File: config.mk
export PLATFORM = sky130hd
export DESIGN_NAME = axil_master_bridge
export DESIGN_NICKNAME = d
export VERILOG_FILES = /design/src/rtl/axil_pkg.sv /design/src/rtl/axil_master_bridge.sv
export SDC_FILE = /design/constraint.sdc
export NUM_CORES = 1
export LEC_CHECK = 0
export CAP_MARGIN = 20
export CELL_PAD_IN_SITES_DETAIL_PLACEMENT = 0
export CELL_PAD_IN_SITES_GLOBAL_PLACEMENT = 1
export CORE_MARGIN = 4
export CORE_UTILIZATION = 29
export DETAILED_ROUTE_END_ITERATION = 8
export GPL_TIMING_DRIVEN = 0
export HOLD_SLACK_MARGIN = 0.02
export MAX_ROUTING_LAYER = met4
export PLACE_DENSITY = 0.88
export SLEW_MARGIN = 15
export SYNTH_ARGS = -nofsm -noshare
export SYNTH_HDL_FRONTEND = slang
export SYNTH_SLANG_ARGS = --single-unit
File: constraint.sdc
create_clock -name aclk -period 2.5 [get_ports aclk]
set_input_delay 0.375 -clock aclk [delete_from_list [all_inputs] [get_ports aclk]]
set_output_delay 0.375 -clock aclk [all_outputs]
set_load 0.01 [all_outputs]
File: src/rtl/axil_pkg.sv
// Shared AXI4-Lite definitions: response codes and the per-path FSM state types
// used by the UART command bridge.
package axil_pkg;

    localparam logic [1:0] AXI_RESP_OKAY   = 2'b00;
    localparam logic [1:0] AXI_RESP_EXOKAY = 2'b01;
    localparam logic [1:0] AXI_RESP_SLVERR = 2'b10;
    localparam logic [1:0] AXI_RESP_DECERR = 2'b11;

    localparam int unsigned AXIL_ADDR_W = 32;
    localparam int unsigned AXIL_DATA_W = 32;

    typedef enum logic [1:0] {
        W_IDLE = 2'd0,
        W_REQ  = 2'd1,
        W_RESP = 2'd2
    } axil_wr_state_t;

    typedef enum logic [1:0] {
        R_IDLE = 2'd0,
        R_REQ  = 2'd1,
        R_RESP = 2'd2
    } axil_rd_state_t;

endpackage

File: src/rtl/axil_master_bridge.sv
// Turns single-beat write/read commands from the UART frame parser into AXI4-Lite
// master transactions; write and read paths run independently and concurrently.
module axil_master_bridge
    import axil_pkg::*;
#(
    parameter logic [2:0] AXI_PROT  = 3'b000,
    parameter logic [3:0] AXI_WSTRB = 4'b1111
) (
    input  logic        aclk,
    input  logic        aresetn,

    input  logic        wr_valid,
    output logic        wr_ready,
    input  logic [31:0] wr_addr,
    input  logic [31:0] wr_data,
    output logic        wr_done,
    output logic [1:0]  wr_error,

    input  logic        rd_valid,
    output logic        rd_ready,
    input  logic [31:0] rd_addr,
    output logic [31:0] rd_data,
    output logic        rd_done,
    output logic [1:0]  rd_error,

    output logic        m_axil_awvalid,
    input  logic        m_axil_awready,
    output logic [31:0] m_axil_awaddr,
    output logic [2:0]  m_axil_awprot,

    output logic        m_axil_wvalid,
    input  logic        m_axil_wready,
    output logic [31:0] m_axil_wdata,
    output logic [3:0]  m_axil_wstrb,

    input  logic        m_axil_bvalid,
    output logic        m_axil_bready,
    input  logic [1:0]  m_axil_bresp,

    output logic        m_axil_arvalid,
    input  logic        m_axil_arready,
    output logic [31:0] m_axil_araddr,
    output logic [2:0]  m_axil_arprot,

    input  logic        m_axil_rvalid,
    output logic        m_axil_rready,
    input  logic [31:0] m_axil_rdata,
    input  logic [1:0]  m_axil_rresp
);

    axil_wr_state_t wr_state_q;
    logic        wr_ready_q;
    logic        wr_done_q;
    logic [1:0]  wr_error_q;
    logic        awvalid_q;
    logic        wvalid_q;
    logic        bready_q;
    logic [31:0] awaddr_q;
    logic [31:0] wdata_q;
    logic        aw_done_q;
    logic        w_done_q;

    axil_rd_state_t rd_state_q;
    logic        rd_ready_q;
    logic        rd_done_q;
    logic [1:0]  rd_error_q;
    logic [31:0] rd_data_q;
    logic        arvalid_q;
    logic        rready_q;
    logic [31:0] araddr_q;

    logic        aw_hs_s;
    logic        w_hs_s;
    logic        b_hs_s;
    logic        ar_hs_s;
    logic        r_hs_s;
    logic        aw_done_d;
    logic        w_done_d;

    // Channel handshakes and the running AW/W completion flags for this cycle.
    always_comb begin
        aw_hs_s   = 1'b0;
        w_hs_s    = 1'b0;
        b_hs_s    = 1'b0;
        ar_hs_s   = 1'b0;
        r_hs_s    = 1'b0;
        aw_done_d = 1'b0;
        w_done_d  = 1'b0;
        aw_hs_s   = awvalid_q & m_axil_awready;
        w_hs_s    = wvalid_q & m_axil_wready;
        b_hs_s    = bready_q & m_axil_bvalid;
        ar_hs_s   = arvalid_q & m_axil_arready;
        r_hs_s    = rready_q & m_axil_rvalid;
        aw_done_d = aw_done_q | aw_hs_s;
        w_done_d  = w_done_q | w_hs_s;
    end

    // Write path FSM: accept a command, drive AW and W independently, collect B.
    always_ff @(posedge aclk) begin
        if (!aresetn) begin
            wr_state_q <= W_IDLE;
            wr_ready_q <= 1'b0;
            wr_done_q  <= 1'b0;
            wr_error_q <= AXI_RESP_OKAY;
            awvalid_q  <= 1'b0;
            wvalid_q   <= 1'b0;
            bready_q   <= 1'b0;
            awaddr_q   <= 32'h0000_0000;
            wdata_q    <= 32'h0000_0000;
            aw_done_q  <= 1'b0;
            w_done_q   <= 1'b0;
        end else begin
            wr_done_q <= 1'b0;
            case (wr_state_q)
                W_IDLE: begin
                    if (wr_ready_q && wr_valid) begin
                        awaddr_q   <= wr_addr;
                        wdata_q    <= wr_data;
                        wr_ready_q <= 1'b0;
                        awvalid_q  <= 1'b1;
                        wvalid_q   <= 1'b1;
                        aw_done_q  <= 1'b0;
                        w_done_q   <= 1'b0;
                        wr_state_q <= W_REQ;
                    end else begin
                        wr_ready_q <= 1'b1;
                    end
                end
                W_REQ: begin
                    if (aw_hs_s) begin
                        awvalid_q <= 1'b0;
                    end
                    if (w_hs_s) begin
                        wvalid_q <= 1'b0;
                    end
                    // Both channels may finish in the same cycle; look at the merged flags.
                    if (aw_done_d && w_done_d) begin
                        bready_q   <= 1'b1;
                        aw_done_q  <= 1'b0;
                        w_done_q   <= 1'b0;
                        wr_state_q <= W_RESP;
                    end else begin
                        aw_done_q <= aw_done_d;
                        w_done_q  <= w_done_d;
                    end
                end
                W_RESP: begin
                    if (b_hs_s) begin
                        bready_q   <= 1'b0;
                        wr_error_q <= m_axil_bresp;
                        wr_done_q  <= 1'b1;
                        wr_state_q <= W_IDLE;
                    end else begin
                        bready_q <= 1'b1;
                    end
                end
                default: begin
                    wr_state_q <= W_IDLE;
                    wr_ready_q <= 1'b0;
                    awvalid_q  <= 1'b0;
                    wvalid_q   <= 1'b0;
                    bready_q   <= 1'b0;
                    aw_done_q  <= 1'b0;
                    w_done_q   <= 1'b0;
                end
            endcase
        end
    end

    // Read path FSM: accept a command, drive AR, collect R data and response.
    always_ff @(posedge aclk) begin
        if (!aresetn) begin
            rd_state_q <= R_IDLE;
            rd_ready_q <= 1'b0;
            rd_done_q  <= 1'b0;
            rd_error_q <= AXI_RESP_OKAY;
            rd_data_q  <= 32'h0000_0000;
            arvalid_q  <= 1'b0;
            rready_q   <= 1'b0;
            araddr_q   <= 32'h0000_0000;
        end else begin
            rd_done_q <= 1'b0;
            case (rd_state_q)
                R_IDLE: begin
                    if (rd_ready_q && rd_valid) begin
                        araddr_q   <= rd_addr;
                        rd_ready_q <= 1'b0;
                        arvalid_q  <= 1'b1;
                        rd_state_q <= R_REQ;
                    end else begin
                        rd_ready_q <= 1'b1;
                    end
                end
                R_REQ: begin
                    if (ar_hs_s) begin
                        arvalid_q  <= 1'b0;
                        rready_q   <= 1'b1;
                        rd_state_q <= R_RESP;
                    end else begin
                        arvalid_q <= 1'b1;
                    end
                end
                R_RESP: begin
                    if (r_hs_s) begin
                        rready_q   <= 1'b0;
                        rd_data_q  <= m_axil_rdata;
                        rd_error_q <= m_axil_rresp;
                        rd_done_q  <= 1'b1;
                        rd_state_q <= R_IDLE;
                    end else begin
                        rready_q <= 1'b1;
                    end
                end
                default: begin
                    rd_state_q <= R_IDLE;
                    rd_ready_q <= 1'b0;
                    arvalid_q  <= 1'b0;
                    rready_q   <= 1'b0;
                end
            endcase
        end
    end

    assign wr_ready       = wr_ready_q;
    assign wr_done        = wr_done_q;
    assign wr_error       = wr_error_q;
    assign rd_ready       = rd_ready_q;
    assign rd_done        = rd_done_q;
    assign rd_error       = rd_error_q;
    assign rd_data        = rd_data_q;

    assign m_axil_awvalid = awvalid_q;
    assign m_axil_awaddr  = awaddr_q;
    assign m_axil_awprot  = AXI_PROT;
    assign m_axil_wvalid  = wvalid_q;
    assign m_axil_wdata   = wdata_q;
    assign m_axil_wstrb   = AXI_WSTRB;
    assign m_axil_bready  = bready_q;
    assign m_axil_arvalid = arvalid_q;
    assign m_axil_araddr  = araddr_q;
    assign m_axil_arprot  = AXI_PROT;
    assign m_axil_rready  = rready_q;

endmodule

==> flow_summary.json, run 1 <==
{
  "maxSlewHeadroom_pct": 59.6,
  "rows": 49,
  "pwr-share-seq_pct": 37.5,
  "h-tree-depth": 4,
  "netlist_area_sq_um": 5330,
  "die_w_microns": 144,
  "wl_per_cell_microns": 14.5,
  "root_buffer": "clkbuf_16",
  "synth_ff_type": "dfxtp_1",
  "area_growth_pct": 70.4,
  "cp-end-kind": "flip-flop",
  "crit_fanout": 10,
  "leakage_nw": 3.24,
  "yosysSeqAreaShare_pct": 55.3,
  "period_share_pct": 76.3,
  "synth.largest_area_cell": "dfxtp_1",
  "start_util_pct": 29.5,
  "synth_common_cells": "nand2_1, dfxtp_1, a21oi_1, clkbuf_1, buf_2",
  "synthArstFlopShare_pct": 0,
  "grt_setup_unrepaired": "no",
  "stdcell_count": 1219,
  "yosysMostFrequentCell": "nand2_1",
  "setup_viol": 0,
  "cp-start-kind": "flip-flop",
  "min_period_ps": 1910,
  "overflow": 0,
  "synthTopCellsByArea": "dfxtp_1, nand2_1, a21oi_1, buf_2, buf_4",
  "fillCellCount": 1785,
  "grt_max_degree": 17,
  "ant_nets": 0,
  "drv_slew": 0,
  "timing.rr.start": "wr_state_q[0]$_SDFFE_PN0P_",
  "yosys.cell_types.count": 31,
  "dieArea_sq_um": 20600,
  "drc": 0,
  "sw_frac_of_total_pct": 28.2,
  "finalWeightedCongestion": 0.819,
  "io_buffers": 280,
  "path_class": "reg -> reg",
  "cts_tree": "yes",
  "multi_input_area_sq_um": 2120,
  "syn_avg_cell_area_sq_um": 7.94,
  "vias": 5432,
  "clock.fmax_mhz": 524,
  "dpl.cell_count": 1188,
  "drv_cap": 0,
  "ir_drop_v": 0.000449,
  "viasPerCell": 4.46,
  "min_path_type": "in -> reg",
  "io_pins": 292,
  "syn_inst": 671,
  "cellPowerDensity_nw_per_um2": 815,
  "cp_slowest_cell": "buf_1",
  "timing.final.ws_setup_ps": 593,
  "p_switching_mw": 2.09,
  "required_ps": 2840,
  "clock_sinks": 147,
  "synth-seq-cells": 147,
  "final_hold_viol_count": 0,
  "status": "finished clean",
  "numCtsBuffers": 17,
  "cts_resized": 0,
  "clk_pin_slew_worst_paths_ps": 60,
  "power_frac_comb_pct": 26.1,
  "grt_first_pass_wirelength_microns": 27000,
  "yosysWarningCount": 0,
  "arrival_ps": 2250,
  "postCtsSetupBuffers": 0,
  "antenna_found_initial": 0,
  "die_y_microns": 144,
  "synth_top_area_share_pct": 55.3,
  "final_nets": 1125,
  "clk_path_buf_depth": 2,
  "synth-edff-count": 0,
  "p_int_mw": 5.31,
  "wl_microns": 17700,
  "antennaDiodeCount": 0,
  "critPathLaunch": "wr_state_q[0]$_SDFFE_PN0P_",
  "pre_cts_ws_ps": 467,
  "coreArea_sq_um": 18000,
  "grt_pass1_vias": 5202,
  "regArea_sq_um": 2940,
  "setup_tns_ps": 0,
  "hold_start": "aresetn",
  "drt_pass1_iterations": 4,
  "worst_clock_skew_ps": 10.6,
  "hold_buffers": 0,
  "grt_use_total_pct": 17.1,
  "crit_path_cell_trace": "inv_1, ha_1, nand3_1, buf_2, buf_1, nand2_1, a21oi_1",
  "final_layout_size_suffix_gt1_share_pct": 6.26,
  "drtIter0Drc": 217,
  "hpwlAfterDp_microns": 13400,
  "clkPwrFrac_pct": 36.5,
  "tightestPinTransition_ps": 605,
  "clkLatencyLatePin_ps": 410,
  "cpPeakStageDelay_ps": 500
}
[worst max-delay path: cells and delay by family (launching register included)]
| kind | cells | cell delay [ps] |
|---|---|---|
| buffers and inverters | 3 | 800 |
| DFF | 1 | 360 |
| adders and majority gates | 1 | 290 |
| and+or+nand+nor | 2 | 220 |
| AOI/OAI and AO/OA | 1 | 160 |
[area by class of cell]
cell class	count	area share [%]
timing repair buffer	280	30.9
tap	229	3.16
multi-input combinational	472	23.4
inverter	7	0.290
clock inverter	7	1.31
sequential	147	32.4
clock buffer	24	5.64
buffer	53	2.91
[registers in the layout, summed over array words and instances, names as in the netlist]
name / flops
m_axil_wvalid: 1
rd_state_q: 2
m_axil_wdata: 32
rd_ready: 1
m_axil_awaddr: 32
w_done_q: 1
m_axil_rready: 1
rd_error: 2
wr_state_q: 2
rd_done: 1
wr_done: 1
rd_data: 32
m_axil_bready: 1
wr_ready: 1
m_axil_araddr: 32
aw_done_q: 1
m_axil_arvalid: 1
m_axil_awvalid: 1
wr_error: 2
[power groups by stage]
stage                     Clock, mW  Combinational (mW)  Sequential (mW)
after floorplan                   0               0.824             2.93
after global placement            0                1.94             2.81
after detailed placement          0                1.94             2.82
after CTS                      2.77                1.95             2.77
after global routing           2.86                2.12             2.81
final                          2.70                1.93             2.77
[worst paths after layout]
kind                                         end  slack, ps  cells past startpoint
setup / recovery  m_axil_awaddr[28]$_SDFFE_PN0P_        590                      7
hold / removal            aw_done_q$_SDFFE_PN0P_        330                      3
setup reg to reg  m_axil_awaddr[28]$_SDFFE_PN0P_        590                      7
hold reg to reg         rd_error[0]$_SDFFE_PN0P_        450                      2
[metal layers]
metal	GRT usage (%)	vias up	share of wire [%]
li1	-	2773	-
met1	20.1	2464	42
met2	27.8	161	48
met3	4.13	34	6.2
met4	7.23	0	2.9
met5	-	-	0
[logic make-up (layout without fill, tap and decap cells)]
group / Yosys count / count (layout) / synth area share [%]
adders and majority gates: 6 / 6 / 1.41
other: 2 / 10 / 0.141
muxes: 5 / 5 / 0.940
DFF: 147 / 147 / 55.3
buffers and inverters: 60 / 371 / 5.45
and+or+nand+nor: 298 / 298 / 21.8
AOI/OAI and AO/OA: 153 / 153 / 15.0
[placed cells by master, fill, tap and decap left out, types with 8 or more instances in the layout]
cell type / synthesis / final
clkbuf_1: 18 / 19
buf_2: 16 / 16
buf_1: 8 / 8
clkdlybuf4s50_1: 0 / 280
clkbuf_16: 0 / 17
a21oi_1: 136 / 136
nor2_1: 12 / 12
buf_4: 10 / 10
dfxtp_1: 147 / 147
conb_1: 2 / 10
nand2_1: 272 / 272
[through the flow]
step / utilization, % / hold slack, ps / total power [mW] / cell area [sq um]
detailed placement: 46.8 / 445 / 4.77 / 8440
global route: 50.3 / 319 / 7.78 / 9070
CTS: 50.3 / 309 / 7.50 / 9070
floorplan: - / 438 / 3.76 / 5360
global placement: 46.8 / 441 / 4.75 / 8440
finish: 50.3 / 326 / 7.40 / 9070
Note: power is estimated with default switching activity, not from simulation.
==> run 2: changes to the inputs <==
--- a/config.mk
+++ b/config.mk
@@ -9,12 +9,12 @@
 export CELL_PAD_IN_SITES_DETAIL_PLACEMENT = 0
 export CELL_PAD_IN_SITES_GLOBAL_PLACEMENT = 1
 export CORE_MARGIN = 4
-export CORE_UTILIZATION = 29
+export CORE_UTILIZATION = 24
 export DETAILED_ROUTE_END_ITERATION = 8
 export GPL_TIMING_DRIVEN = 0
 export HOLD_SLACK_MARGIN = 0.02
 export MAX_ROUTING_LAYER = met4
-export PLACE_DENSITY = 0.88
+export PLACE_DENSITY = 0.78
 export SLEW_MARGIN = 15
 export SYNTH_ARGS = -nofsm -noshare
 export SYNTH_HDL_FRONTEND = slang
==> constraint.sdc (replaced) <==
create_clock -name aclk -period 1.55 [get_ports aclk]
set_input_delay 0.2325 -clock aclk [delete_from_list [all_inputs] [get_ports aclk]]
set_output_delay 0.2325 -clock aclk [all_outputs]
set_load 0.01 [all_outputs]
==> run 2 against run 1 <==
  * Non-clock buffer count up 1
  * Sequential power up 62%
  * Critical path type is now reg -> out
  * Final area up 2.2%
  * Clock power up 50%
  * Highest routed layer unchanged
  * Clock-buffer cell count down 5
  * Total power up 58%
  * Wire length up 6.5%
  * Combinational power up 63%
  * Worst hold slack worse by 140 ps
==> flow_summary.json, run 2 (synthesis results as in run 1) <==
{
  "reg2reg_to": "wr_state_q[1]$_SDFFE_PN0P_",
  "drv_slew": 0,
  "clkLatencyLatePin_ps": 420,
  "grt_pass1_vias": 5209,
  "final_nets": 1126,
  "finalInstanceArea_sq_um": 9280,
  "antenna_found_initial": 0,
  "p_switching_mw": 3.61,
  "stdcell_count": 1272,
  "h-tree-depth": 4,
  "wl_microns": 18900,
  "dieArea_sq_um": 24600,
  "fin_util_pct": 42.5,
  "die_w_microns": 157,
  "overflow": 0,
  "io_buffers": 280,
  "dpl.cell_count": 1239,
  "reg2reg_depth": 5,
  "clk_pin_slew_worst_paths_ps": 60,
  "clock.fmax_mhz": 666,
  "finalWeightedCongestion": 0.771,
  "clkPwrFrac_pct": 34.6,
  "grt_setup_unrepaired": "no",
  "ant_nets": 0,
  "cts_tree": "yes",
  "min_path_type": "in -> reg",
  "final_layout_size_suffix_gt1_share_pct": 9.78,
  "grt_first_pass_wirelength_microns": 28500,
  "path_class": "reg -> out",
  "layout_common_cells": "nand2_1, dfxtp_1, clkdlybuf4s50_1, a21oi_1, dlygate4sd2_1",
  "crit_buf_inv": 1,
  "clock_sinks": 147,
  "numCtsBuffers": 17,
  "leakage_nw": 4.47,
  "cp_slowest_cell": "clkdlybuf4s50_1",
  "drtIter0Drc": 235,
  "cpLargestDelayFamily": "buffers and inverters",
  "hold_start": "aresetn",
  "start_util_pct": 24.4,
  "io_pins": 292,
  "grt_max_degree": 17,
  "crit_path_cell_trace": "clkdlybuf4s50_1",
  "fillCellCount": 2222,
  "period_share_pct": 96.8,
  "whs_endpoint": "wr_state_q[0]$_SDFFE_PN0P_",
  "area_growth_pct": 74.2,
  "place_area_sq_um": 8510,
  "power_frac_comb_pct": 27.0,
  "status": "finished clean",
  "wl_per_cell_microns": 14.8,
  "setup_viol": 0,
  "final_hold_viol_count": 0,
  "reg2reg_slack_ps": 70,
  "ir_drop_v": 0.000654,
  "grt_use_total_pct": 15.2,
  "clk_path_buf_depth": 2,
  "timing.final.ws_setup_ps": 49.4,
  "hpwlAfterDp_microns": 14000,
  "die_y_microns": 157,
  "tightestPinTransition_ps": 552,
  "final_common_cell": "nand2_1",
  "cp-start-kind": "flip-flop",
  "root_buffer": "clkbuf_16",
  "cellPowerDensity_nw_per_um2": 1260,
  "antennaDiodeCount": 0,
  "pwr-share-seq_pct": 38.4,
  "drc": 0,
  "viasPerCell": 4.26,
  "arrival_ps": 1270,
  "vias": 5420,
  "maxSlewHeadroom_pct": 63.2,
  "pre_cts_ws_ps": -421,
  "required_ps": 1320,
  "drv_cap": 0,
  "cp-end-kind": "primary output",
  "sw_frac_of_total_pct": 30.9,
  "worst_clock_skew_ps": 7.25,
  "timing.rr.start": "wr_state_q[0]$_SDFFE_PN0P_",
  "crit_fanout": 2,
  "cpPeakStageDelay_ps": 540,
  "drt_pass1_iterations": 5,
  "worstHoldPathCells": 3,
  "coreArea_sq_um": 21800,
  "rows": 54,
  "min_period_ps": 1500,
  "p_int_mw": 8.06
}
==> run 2: area by class of cell <==
type	count	area [sq um]	area share [%]
Sequential cell	147	2950	31.8
Timing Repair Buffer	282	2800	30.2
Multi-Input combinational cell	472	2210	23.9
Clock buffer	19	453	4.88
Buffer	52	355	3.83
Tap cell	280	350	3.78
Clock inverter	13	124	1.34
Inverter	7	28.8	0.310
==> run 2: worst max-delay path by stage <==
stage	from	endpoint	cells past startpoint
finish	m_axil_araddr[9]$_SDFFE_PN0P_	m_axil_araddr[9]	1
global placement	wr_state_q[0]$_SDFFE_PN0P_	m_axil_awaddr[23]$_SDFFE_PN0P_	7
global route	rd_state_q[0]$_SDFFE_PN0P_	m_axil_araddr[20]$_SDFFE_PN0P_	6
detailed placement	wr_state_q[0]$_SDFFE_PN0P_	m_axil_awaddr[30]$_SDFFE_PN0P_	7
CTS	m_axil_wdata[16]$_SDFFE_PN0P_	m_axil_wdata[16]	1
floorplan	wr_state_q[0]$_SDFFE_PN0P_	wr_state_q[0]$_SDFFE_PN0P_	5
==> run 2: routing by layer <==
layer  global-route usage, %  wire, microns  vias up
met5                       -              0        -
met4                    5.70            421        0
met3                    3.66           1100       23
met2                    24.5           9180      149
met1                    18.5           8180     2469
li1                        -              -     2779
==> run 2: per-stage QoR <==
stage	hold WS (ps)	power (mW)	TNS [ps]
floorplan	366	6.06	0
global placement	440	7.70	-28450
detailed placement	446	7.72	-30110
CTS	152	11.8	0
global route	190	12.4	0
finish	183	11.7	0
==> run 2: timing repair <==
action,CTS,global route
setup buffers,0,2
resized for setup,134,84
setup endpoints to repair,224,169
pin swaps,1,2
hold buffers,0,0
==> run 2: power by group through the flow <==
stage	combinational (mW)	sequential, mW	clock [mW]
final	3.15	4.48	4.04
after global placement	3.16	4.54	0
after detailed placement	3.17	4.56	0
after floorplan	1.33	4.73	0
after global routing	3.49	4.55	4.35
after CTS	3.08	4.47	4.20
==> run 2: worst min-delay path: cells and delay by family <==
| family | cells | cell delay, ps |
|---|---|---|
| buffers and inverters | 1 | 180 |
| multiplexers | 1 | 50 |
| AND/OR/NAND/NOR | 1 | 90 |
